<file path="config.mk">
export PLATFORM = sky130hd
export DESIGN_NAME = static_lookup_table
export DESIGN_NICKNAME = d
export VERILOG_FILES = /design/src/rtl/static_lookup_table.sv
export SDC_FILE = /design/constraint.sdc
export NUM_CORES = 1
export LEC_CHECK = 0
export ABC_AREA = 1
export BUFFER_PORTS_ARGS = -buffer_cell sky130_fd_sc_hd__buf_2
export CORE_MARGIN = 10
export CORE_UTILIZATION = 45
export DETAILED_ROUTE_END_ITERATION = 10
export GPL_ROUTABILITY_DRIVEN = 0
export PLACE_DENSITY_LB_ADDON = 0.15
export SLEW_MARGIN = 10
export SYNTH_ARGS = -nofsm -noshare
export SYNTH_HDL_FRONTEND = slang
export SYNTH_SLANG_ARGS = --single-unit
</file>
<file path="constraint.sdc">
create_clock -name clk -period 2.8 [get_ports clk]
set_clock_uncertainty 0.15 [all_clocks]
set_input_delay 0.56 -clock clk [delete_from_list [all_inputs] [get_ports clk]]
set_output_delay 0.56 -clock clk [all_outputs]
set_load 0.02 [all_outputs]
</file>
<file path="src/rtl/static_lookup_table.sv">
// static_lookup_table: runtime-writable source-tuple forwarding table, 2-stage pipeline, saturating hit/miss counters
module static_lookup_table #(
  parameter int C_NUM_PORTS      = 6,
  parameter int C_DMA_PORT       = 5,
  parameter int C_NUM_VPORTS     = 8,
  parameter int C_LAST_EXT_PORT  = 4,
  parameter int C_BRIDGE_A_VPORT = 5,
  parameter int C_BRIDGE_B_VPORT = 6,
  parameter int C_OUT_PORT_WIDTH = 8,
  parameter int C_ADDR_WIDTH     = 4
) (
  input  logic                        clk,
  input  logic                        reset,
  input  logic                        tuple_valid,
  input  logic [2:0]                  tuple_port,
  input  logic [2:0]                  tuple_vport,
  input  logic                        cfg_wr_en,
  input  logic [C_ADDR_WIDTH-1:0]     cfg_wr_addr,
  input  logic [7:0]                  cfg_wr_data,
  input  logic                        cfg_cnt_clear,
  output logic                        action_valid,
  output logic                        action_match,
  output logic [C_OUT_PORT_WIDTH-1:0] action_port,
  output logic [C_OUT_PORT_WIDTH-1:0] action_vport,
  output logic [1:0]                  action_type,
  output logic [C_ADDR_WIDTH-1:0]     action_match_addr,
  output logic [31:0]                 hit_count,
  output logic [31:0]                 miss_count
);
  localparam int N  = C_NUM_PORTS + C_NUM_VPORTS;
  localparam int OW = C_OUT_PORT_WIDTH;
  localparam int AW = C_ADDR_WIDTH;

  function automatic logic [7:0] def_entry(int i);
    int v;
    v = i - C_NUM_PORTS;
    def_entry = 8'h00;
    if (i <= C_LAST_EXT_PORT) def_entry = {2'd2, 3'(i), 3'(C_DMA_PORT)};
    else if (i >= C_NUM_PORTS && v <= C_LAST_EXT_PORT) def_entry = {2'd1, 3'd0, 3'(v)};
    else if (i >= C_NUM_PORTS && v == C_BRIDGE_A_VPORT) def_entry = {2'd2, 3'(C_BRIDGE_B_VPORT), 3'(C_DMA_PORT)};
    else if (i >= C_NUM_PORTS && v == C_BRIDGE_B_VPORT) def_entry = {2'd2, 3'(C_BRIDGE_A_VPORT), 3'(C_DMA_PORT)};
  endfunction

  logic [7:0]    tbl_q [N];
  logic          s1_v_q, s1_in_q, in_d, dma;
  logic [AW-1:0] s1_idx_q, idx_d;
  logic [7:0]    s1_e_q;
  logic          v_q, m_q, m_d;
  logic [OW-1:0] port_q, port_d, vport_q, vport_d;
  logic [1:0]    type_q, type_d, t;
  logic [AW-1:0] addr_q;
  logic [31:0]   hit_q, hit_d, miss_q, miss_d;

  // Table index and range check for the incoming tuple
  always_comb begin
    dma   = int'(tuple_port) == C_DMA_PORT;
    in_d  = int'(tuple_port) < C_NUM_PORTS && (!dma || int'(tuple_vport) < C_NUM_VPORTS);
    idx_d = !in_d ? '0 : dma ? AW'(C_NUM_PORTS + int'(tuple_vport)) : AW'(tuple_port);
  end

  // One-hot decode of the S1 entry and saturating counter next state
  always_comb begin
    t       = s1_e_q[7:6];
    m_d     = s1_in_q && (t == 2'd1 || t == 2'd2);
    port_d  = m_d ? OW'(1) << s1_e_q[2:0] : '0;
    vport_d = (m_d && t == 2'd2) ? OW'(1) << s1_e_q[5:3] : '0;
    type_d  = s1_in_q ? t : 2'd0;
    hit_d   = cfg_cnt_clear ? 32'd0 : (v_q && m_q && !(&hit_q)) ? hit_q + 32'd1 : hit_q;
    miss_d  = cfg_cnt_clear ? 32'd0 : (v_q && !m_q && !(&miss_q)) ? miss_q + 32'd1 : miss_q;
  end

  // Forwarding table: defaults on reset, config writes to in-range entries
  always_ff @(posedge clk or negedge reset) begin
    if (!reset) begin
      for (int i = 0; i < N; i++) tbl_q[i] <= def_entry(i);
    end else if (cfg_wr_en && int'(cfg_wr_addr) < N) begin
      tbl_q[cfg_wr_addr] <= cfg_wr_data;
    end
  end

  // Pipeline stages and counters; S1 reads the pre-write table value
  always_ff @(posedge clk or negedge reset) begin
    if (!reset) begin
      s1_v_q   <= 1'b0;
      s1_in_q  <= 1'b0;
      s1_idx_q <= '0;
      s1_e_q   <= '0;
      v_q      <= 1'b0;
      m_q      <= 1'b0;
      port_q   <= '0;
      vport_q  <= '0;
      type_q   <= '0;
      addr_q   <= '0;
      hit_q    <= '0;
      miss_q   <= '0;
    end else begin
      s1_v_q <= tuple_valid;
      if (tuple_valid) begin
        s1_in_q  <= in_d;
        s1_idx_q <= idx_d;
        s1_e_q   <= in_d ? tbl_q[idx_d] : 8'h00;
      end
      v_q <= s1_v_q;
      m_q <= s1_v_q && m_d;
      if (s1_v_q) begin
        port_q  <= port_d;
        vport_q <= vport_d;
        type_q  <= type_d;
        addr_q  <= s1_idx_q;
      end
      hit_q  <= hit_d;
      miss_q <= miss_d;
    end
  end

  assign action_valid      = v_q;
  assign action_match      = m_q;
  assign action_port       = port_q;
  assign action_vport      = vport_q;
  assign action_type       = type_q;
  assign action_match_addr = addr_q;
  assign hit_count         = hit_q;
  assign miss_count        = miss_q;
endmodule

</file>
==> impl_metrics.py, run 1 <==
metrics = {
    "outcome": {
        "outcome": "completed",
    },
    "layout": {
        "seqCellArea_um2": 5410,
        "syn2layout_area_growth_pct": 15.3,
        "n_antenna_cell": 0,
        "final_area_um2": 13000,
        "drive_gt1_share_pct": 15.3,
        "layout_commonest_cell": "nand2_1",
        "multiInputGateArea_um2": 5110,
        "layout_common_cells": "nand2_1 (500), dfrtp_1 (174), nand3_1 (159)",
        "nets": 1635,
        "fill_cells": 2402,
    },
    "global_routing": {
        "grt_usage_pct": 19.9,
        "use_met1_pct": 27.4,
        "antenna_found_initial": 0,
        "grt_pass1_wl_mm": 52.2,
        "grt_pass1_vias": 9800,
        "grt_busiest_layer": "met2",
        "grt.overflow.total": 0,
        "gr-usage-met2_pct": 32.5,
        "grt_max_degree": 49,
        "met3_usage_pct": 2.66,
    },
    "yosys": {
        "synth_edf_count": 0,
        "synth_xor_area_share_pct": 1.55,
        "async_flop_share_pct": 100,
        "yosys_warnings": 0,
        "yosys.area_share.simple_pct": 33.4,
        "ys_ff_latch": 214,
        "synth_area_um2": 11300,
        "syn_inst": 1513,
        "synth_cell_types": 34,
        "syn_nets": 1540,
        "synth_mux_area_share_pct": 0,
        "ys_seq_area_share_pct": 47.8,
        "yosys.area.top_type_share_pct": 38.5,
        "synth_top_family_by_area": "simple AND/OR/NAND/NOR gates",
        "yosysTopAreaCell": "dfrtp_1",
        "synth_adder_area_share_pct": 0.443,
        "avgSynthCellArea_um2": 7.47,
        "synth_compound_area_share_pct": 9.76,
        "synth.area.top_cells": "dfrtp_1 (39%), nand2_1 (17%), dfstp_2 (9.3%)",
        "synthFlopType": "dfrtp_1",
    },
    "worst_setup_path": {
        "reg2reg_depth": 8,
        "cp-start-kind": "flop",
        "required_ns": 3.03,
        "critPathMaxStageDelay_ns": 0.44,
        "worstPathArrival_ns": 2.74,
        "path_cells": "ha_1 -> nand3_1 -> inv_1 -> nand2_1 -> nor2_2 -> a21oi_4 -> nor2_8 -> o21ai_0",
        "critPathKind": "flop to flop",
        "critical_path.max_fanout": 41,
        "worstSetupEndpointType": "flop",
        "cp_slowest_cell": "dfrtp_1",
    },
    "timing": {
        "drv_slew": 0,
        "worst_pin_slew_ns": 0.676,
        "hold_viol_final": 0,
        "clock.fmax_ghz": 0.398,
        "slew_headroom_pct": 54.9,
        "min_period_over_period_pct": 89.7,
        "period_minus_slack_ns": 2.51,
        "rsz0062_at_grt": "no",
        "setup_viol": 0,
        "fin_tns_setup_ns": 0,
    },
    "clock_network": {
        "cts_hold_buf": 1,
        "cts_tree": "yes",
        "cts_setup_buffers": 0,
        "cts_resized": 0,
        "ctsLongestPathBuffers": 3,
        "clkLatencyLatePin_ns": 0.53,
        "clk_pin_slew_ns": 0.06,
        "clock_sinks": 214,
        "numCtsBuffers": 24,
        "htreeDepth": 1,
        "ctsRootBufferMaster": "clkbuf_16",
    },
    "hold_path": {
        "min_path_type": "primary input to flop",
        "whs_path_depth": 1,
    },
    "floorplan": {
        "num_rows": 57,
        "start_util_pct": 46.1,
        "die_y_um": 179,
        "die_area_um2": 31900,
        "fp.coreArea_um2": 24500,
        "die_w_um": 179,
        "io_pins": 111,
    },
    "detailed_routing": {
        "antenna_left": 0,
        "route.detailed.drc": 0,
        "dr_total_vias": 10300,
        "via_per_inst": 5.29,
        "drt_pass1_iterations": 5,
        "drtIter0Drc": 1011,
        "routedWlPerCell_um": 16.3,
        "wirelength_mm": 31.7,
    },
    "job": {
        "maxCapViolations": 0,
    },
    "place": {
        "io_buffers": 110,
        "placed_area_um2": 12200,
        "dp_hpwl_mm": 22.7,
    },
    "power_and_ir_drop": {
        "leakagePower_uw": 0.00611,
        "p_per_area_nw_per_um2": 639,
        "max-vdd-ir-drop_mv": 0.401,
    },
}
-- where the power goes --
| part | switching [uW] | total [uW] | internal, uW | leakage, uW |
|---|---|---|---|---|
| sequential | 281 | 3870 | 3590 | 0.00270 |
| clock | 1270 | 3400 | 2130 | 0.000413 |
| combinational | 692 | 1070 | 374 | 0.00299 |
| total | 2240 | 8340 | 6090 | 0.00611 |
-- per-layer routing --
metal / share of wire [%] / routed length (um) / up-vias
met2: 47 / 14800 / 307
li1: - / - / 5120
met3: 6.3 / 2010 / 47
met4: 1.9 / 599 / 0
met1: 45 / 14300 / 4837
met5: 0 / 0 / -
-- final cells by class --
type	count	area share [%]
sequential	214	41.5
clock inverter	8	1.35
inverter	120	3.49
clock buffer	36	5.18
multi-input combinational	1112	39.2
timing repair buffer	136	6.20
tap	324	3.11
-- logic make-up (layout without fill, tap and decap cells) --
logic type | count (synthesis) | in the layout
simple gates | 883 | 883
flops | 214 | 214
compound gates | 205 | 205
buf+inv | 187 | 300
xor+xnor | 20 | 20
fa+ha+maj | 4 | 4
-- flip-flops by register name, summed over array words and instances, names as in the netlist --
register,flops
action_match,1
action_match_addr,4
action_port,8
action_type,2
action_valid,1
action_vport,8
hit_count,32
miss_count,32
s1_e_q,8
s1_idx_q,4
s1_in_q,1
s1_v_q,1
tbl_q,112
-- critical path: cells and delay by family (launching register included) --
kind	cells	cell delay, ns
adder cells (fa/ha/maj)	1	0.27
AND/OR/NAND/NOR	4	1.00
flip-flops	1	0.44
buffers and inverters	1	0.15
AO/OA/AOI/OAI	2	0.34
-- synth_stat cells, types with 2 or more instances --
master	instances
a21oi_1	40
buf_1	2
buf_2	15
buf_4	3
buf_6	6
clkbuf_1	40
dfrtp_1	174
dfstp_2	40
ha_1	4
inv_1	115
inv_2	3
nand2_1	500
nand2_2	12
nand3_1	160
nand4_1	44
nor2_1	128
nor2_2	3
nor3_1	27
nor3_2	3
nor3_4	3
o21ai_0	121
o21ai_1	25
o21ai_2	9
o41ai_1	8
xnor2_1	4
xor2_1	16
-- worst paths after layout --
check / endpoint / from / slack, ns
max in group asynchronous: tbl_q[103] / reset / 1.36
max reg2reg: hit_count[20] / hit_count[0] / 0.29
min: s1_v_q / tuple_valid / 0.05
max: hit_count[20] / hit_count[0] / 0.29
min reg2reg: action_match_addr[3] / action_match_addr[3] / 0.32
min in group asynchronous: hit_count[14] / reset / 0.39
-- through the flow --
step,setup slack (ns),utilization (%),total power [uW],std cells,hold slack (ns)
after floorplan,0.750,-,4570,1513,0.114
after global placement,0.319,49.6,4960,1905,0.306
after detailed placement,0.310,49.6,4980,1905,0.308
after CTS,0.290,53.2,8420,1950,0.0396
after global routing,0.0206,53.2,8780,1950,0.0340
final,0.287,53.2,8340,1950,0.0513
(Power assumes the default switching activity.)
==> run 2: changes to the inputs <==
--- a/config.mk
+++ b/config.mk
@@ -11,6 +11,7 @@
 export CORE_UTILIZATION = 45
 export DETAILED_ROUTE_END_ITERATION = 10
 export GPL_ROUTABILITY_DRIVEN = 0
+export MAX_ROUTING_LAYER = met4
 export PLACE_DENSITY_LB_ADDON = 0.15
 export SLEW_MARGIN = 10
 export SYNTH_ARGS = -nofsm -noshare
==> run 2 against run 1 <==
Effect of this change:
- first-iteration DRC count down 5.3%
- sequential share of layout area unchanged
- register-to-register slack about the same
- clock power about the same
- die area unchanged
- wire length up 0.31%
- maximum frequency up 0.33%
- design area unchanged
- hold slack worse by 0.00074 ns
- global-route usage up 0.58 points
- setup slack better by 0.0083 ns
- largest cell class unchanged
- highest routed layer unchanged
==> impl_metrics.py, run 2 (synthesis gave the netlist of run 1 again) <==
metrics = {
    "detailed_routing": {
        "drt_pass1_iterations": 6,
        "route.detailed.drc": 0,
        "dr_total_vias": 10300,
        "antenna_left": 0,
        "drtIter0Drc": 957,
        "routedWlPerCell_um": 16.3,
        "via_per_inst": 5.29,
        "wirelength_mm": 31.8,
    },
    "global_routing": {
        "grt_max_degree": 49,
        "grt.overflow.total": 0,
        "grt_pass1_vias": 9788,
        "grt_usage_pct": 20.5,
        "antenna_found_initial": 0,
        "grt_pass1_wl_mm": 52.3,
    },
    "power_and_ir_drop": {
        "total_power_uw": 8340,
        "p_per_area_nw_per_um2": 639,
        "leakagePower_uw": 0.00611,
        "max-vdd-ir-drop_mv": 0.405,
    },
    "timing": {
        "worst_pin_slew_ns": 0.671,
        "period_minus_slack_ns": 2.50,
        "drv_slew": 0,
        "rsz0062_at_grt": "no",
        "timing.hold.ws_ns": 0.0505,
        "setup_viol": 0,
        "hold_viol_final": 0,
        "slew_headroom_pct": 55.2,
        "min_period_over_period_pct": 89.4,
        "fin_tns_setup_ns": 0,
        "clock.fmax_ghz": 0.399,
    },
    "clock_network": {
        "cts_resized": 0,
        "ctsRootBufferMaster": "clkbuf_16",
        "cts_tree": "yes",
        "clk_pin_slew_ns": 0.06,
        "clock_sinks": 214,
        "ctsLongestPathBuffers": 3,
        "clkLatencyLatePin_ns": 0.53,
        "numCtsBuffers": 24,
        "htreeDepth": 1,
    },
    "hold_path": {
        "whs_path_depth": 1,
        "min_path_type": "primary input to flop",
    },
    "floorplan": {
        "die_w_um": 179,
        "num_rows": 57,
        "die_area_um2": 31900,
        "fp.coreArea_um2": 24500,
        "die_y_um": 179,
        "start_util_pct": 46.1,
        "io_pins": 111,
    },
    "job": {
        "maxCapViolations": 0,
    },
    "worst_setup_path": {
        "critical_path.max_fanout": 41,
        "required_ns": 3.02,
        "worstSetupEndpointType": "flop",
        "reg2reg_depth": 8,
        "worstPathArrival_ns": 2.73,
        "cp-start-kind": "flop",
        "critPathKind": "flop to flop",
    },
    "layout": {
        "layout_commonest_cell": "nand2_1",
        "regMostFlops": "tbl_q",
        "nets": 1635,
        "n_antenna_cell": 0,
        "layout_common_cells": "nand2_1 (500), dfrtp_1 (174), nand3_1 (159)",
        "largest_register_ffs": 112,
        "final_area_um2": 13000,
        "drive_gt1_share_pct": 15.3,
        "syn2layout_area_growth_pct": 15.3,
        "final_util_pct": 53.2,
    },
    "place": {
        "placed_area_um2": 12200,
        "io_buffers": 110,
        "dp_hpwl_mm": 22.7,
    },
    "outcome": {
        "outcome": "completed",
    },
}
-- run 2: cell type report --
type,count,area (um2)
clock buffers,36,676
clock inverters,8,176
fillers,2402,11500
inverters,120,455
multi-input cells,1112,5110
flip-flops and latches,214,5410
well taps,324,405
repair buffers,136,808
-- run 2: per-stage QoR --
stage                     instances  setup slack (ns)
final                          1950             0.295
after global routing           1950            0.0206
after CTS                      1950             0.290
after detailed placement       1905             0.310
after global placement         1905             0.319
after floorplan                1513             0.750
-- run 2: routing by layer --
metal | track usage (%) | routed length, um
met3 | 2.64 | 1990
met2 | 32.5 | 14900
met1 | 27.4 | 14300
met4 | 5.03 | 578
met5 | - | 0
-- run 2: worst paths after layout --
check | startpoint | end | slack, ns
worst max-delay path | hit_count[0] | hit_count[20] | 0.30
worst min-delay path | tuple_valid | s1_v_q | 0.05
worst max register to register | hit_count[0] | hit_count[20] | 0.30
worst min register to register | action_match_addr[3] | action_match_addr[3] | 0.32
max in group asynchronous | reset | tbl_q[103] | 1.37
min in group asynchronous | reset | hit_count[14] | 0.38
-- run 2: where the power goes --
part | leakage (uW) | switching [uW] | internal (uW) | total (uW)
combinational | 0.00299 | 691 | 374 | 1070
clock | 0.000413 | 1270 | 2130 | 3400
sequential | 0.00270 | 282 | 3590 | 3870
total | 0.00611 | 2240 | 6090 | 8340
-- run 2: critical path, cell delays in order, from the launching register on --
cell     delay (ns)
dfrtp_1        0.44
ha_1           0.27
nand3_1        0.21
inv_1          0.15
nand2_1        0.10
nor2_2         0.25
a21oi_4        0.18
nor2_8         0.43
o21ai_0        0.16
-- run 2: what timing repair did --
item	CTS	global route
hold buffers	1	0
setup buffers	0	0
endpoints found under the hold margin	41	0
==> run 3: changes to the inputs <==
--- a/config.mk
+++ b/config.mk
@@ -5,7 +5,7 @@
 export SDC_FILE = /design/constraint.sdc
 export NUM_CORES = 1
 export LEC_CHECK = 0
-export ABC_AREA = 1
+export ABC_AREA = 0
 export BUFFER_PORTS_ARGS = -buffer_cell sky130_fd_sc_hd__buf_2
 export CORE_MARGIN = 10
 export CORE_UTILIZATION = 45
==> run 3 against run 2 <==
Effect of this change:
- sequential share of layout area increased by 3.4 points
- via count shrank 29%
- critical path depth fell by 2
- critical path type unchanged
- critical endpoint is now miss_count[26]
==> impl_metrics.py, run 3 <==
metrics = {
    "detailed_routing": {
        "wl_met3_mm": 1.60,
        "drtIter0Drc": 497,
        "maxUsedRoutingLayer": "met4",
        "dr_total_vias": 7308,
        "drt_pass1_iterations": 5,
        "antenna_left": 0,
        "wl_met2_mm": 12.1,
        "route.detailed.drc": 0,
        "wirelength_mm": 25.6,
        "wl_met1_mm": 11.4,
        "via_per_inst": 5.48,
        "routedWlPerCell_um": 19.2,
    },
    "yosys": {
        "yosys.area.top_type_share_pct": 43.0,
        "synth_edf_count": 0,
        "yosys_warnings": 0,
        "ys_seq_area_share_pct": 53.4,
        "yosysTopAreaCell": "dfrtp_1",
        "yosysMostFrequentCell": "dfrtp_1",
        "syn_nets": 934,
        "synth_area_um2": 10100,
        "avgSynthCellArea_um2": 11.2,
        "ys_ff_latch": 214,
        "syn_inst": 907,
        "synth.area.top_cells": "dfrtp_1 (43%), mux2_2 (13%), dfstp_2 (10%)",
        "async_flop_share_pct": 100,
        "ys_top_cells_by_count": "dfrtp_1 (174), mux2_2 (119), nand2_1 (96)",
        "synthFlopType": "dfrtp_1",
        "synth_cell_types": 54,
    },
    "timing": {
        "worst_pin_slew_ns": 0.698,
        "slew_headroom_pct": 53.4,
        "drv_slew": 0,
        "rsz0062_at_grt": "no",
        "period_minus_slack_ns": 2.37,
        "min_period_over_period_pct": 84.8,
        "setup_viol": 0,
        "timing.hold.ws_ns": 0.215,
        "fin_tns_setup_ns": 0,
        "clock.fmax_ghz": 0.421,
        "hold_viol_final": 0,
    },
    "job": {
        "maxCapViolations": 0,
    },
    "clock_network": {
        "htreeDepth": 1,
        "ctsLongestPathBuffers": 3,
        "cts_resized": 0,
        "cts_tree": "yes",
        "ctsRootBufferMaster": "clkbuf_16",
        "clkLatencyLatePin_ns": 0.53,
        "clock_sinks": 214,
        "numCtsBuffers": 24,
        "clk_pin_slew_ns": 0.06,
    },
    "worst_setup_path": {
        "r2r_end": "miss_count[26]",
        "reg2reg_depth": 6,
        "worstPathArrival_ns": 2.67,
        "worstSetupEndpointType": "flop",
        "cp-start-kind": "flop",
        "rrSetupSlack_ns": 0.43,
        "required_ns": 3.10,
        "r2r-start": "miss_count[0]",
        "critical_path.max_fanout": 6,
        "critPathKind": "flop to flop",
    },
    "place": {
        "dp_hpwl_mm": 18.1,
        "io_buffers": 110,
        "placedCellCount": 1288,
    },
    "floorplan": {
        "die_y_um": 170,
        "io_pins": 111,
        "num_rows": 54,
        "fp.coreArea_um2": 22000,
        "start_util_pct": 46.1,
        "die_w_um": 170,
        "die_area_um2": 28900,
    },
    "hold_path": {
        "min_path_type": "primary input to flop",
        "holdPathEnd": "s1_v_q",
        "whs_path_depth": 1,
        "hp-start": "tuple_valid",
    },
    "layout": {
        "drive_gt1_share_pct": 34.0,
        "largest_register_ffs": 112,
        "syn2layout_area_growth_pct": 19.0,
        "layout_common_cells": "dfrtp_1 (174), mux2_2 (119), buf_2 (109)",
        "regMostFlops": "tbl_q",
        "nets": 1062,
        "layout_commonest_cell": "dfrtp_1",
        "instances_no_fill": 1334,
    },
    "global_routing": {
        "grt_max_degree": 62,
        "grt_usage_pct": 18.0,
        "grt_pass1_wl_mm": 40.7,
        "antenna_found_initial": 1,
        "grt_pass1_vias": 7345,
        "grt.overflow.total": 0,
    },
    "power_and_ir_drop": {
        "leakagePower_uw": 0.00540,
        "max-vdd-ir-drop_mv": 0.352,
        "total_power_uw": 8310,
        "p_per_area_nw_per_um2": 690,
    },
    "outcome": {
        "outcome": "completed",
    },
}
-- run 3: power by group --
group	switching [uW]	total (uW)	internal [uW]	leakage [uW]
clock network	1280	3390	2100	0.000427
registers	280	3900	3620	0.00270
logic	502	1030	524	0.00228
-- run 3: worst max-delay path by stage --
| stage | from | cells after the start | endpoint |
|---|---|---|---|
| 6_report | miss_count[0] | 6 | miss_count[26] |
| 5_1_grt | miss_count[0] | 6 | miss_count[26] |
| 4_1_cts | miss_count[0] | 6 | miss_count[26] |
| 3_5_place_dp | tuple_port[1] | 6 | s1_e_q[0] |
| 3_3_place_gp | tuple_port[1] | 6 | s1_e_q[3] |
| 2_1_floorplan | miss_count[0] | 7 | miss_count[26] |
-- run 3: area by class of cell --
cell class	instances	area (um2)
well taps	280	350
multi-input cells	621	4430
repair buffers	144	880
clock buffers	34	698
inverters	30	113
diodes	1	2.50
flip-flops and latches	214	5410
fillers	1939	9920
clock inverters	10	161
-- run 3: repair_timing --
action,CTS,global route
buffers inserted,0,0
hold buffers,1,0
endpoints found under the hold margin,40,0
-- run 3: kinds of logic after synthesis --
kind of cell | after synthesis | synth area share [%]
compound gates | 119 | 7.57
xor+xnor | 50 | 4.33
flops | 214 | 53.4
simple gates | 306 | 15.4
buf+inv | 72 | 2.79
fa+ha+maj | 4 | 0.495
mux | 142 | 16.0
-- run 3: metrics by stage --
step | util [%] | setup WS (ns) | area (um2)
floorplan | - | 0.434 | 10100
global placement | 50.9 | 0.217 | 11200
detailed placement | 50.9 | 0.185 | 11200
CTS | 54.8 | 0.427 | 12000
global route | 54.8 | 0.313 | 12000
finish | 54.8 | 0.426 | 12000
-- run 3: metal layers --
metal | GRT usage (%) | vias to the layer above
met5 | - | -
met4 | 4.84 | 0
met3 | 4.30 | 32
met2 | 28.8 | 165
met1 | 22.4 | 3646
li1 | - | 3465
-- run 3: worst max-delay path, stage by stage, from the launching register on --
cell and delay, ns:
dfrtp_1 0.42, ha_1 0.24, nand3_1 0.11, or2_4 0.27, or4_1 0.62, or3_1 0.35
a21oi_1 0.14
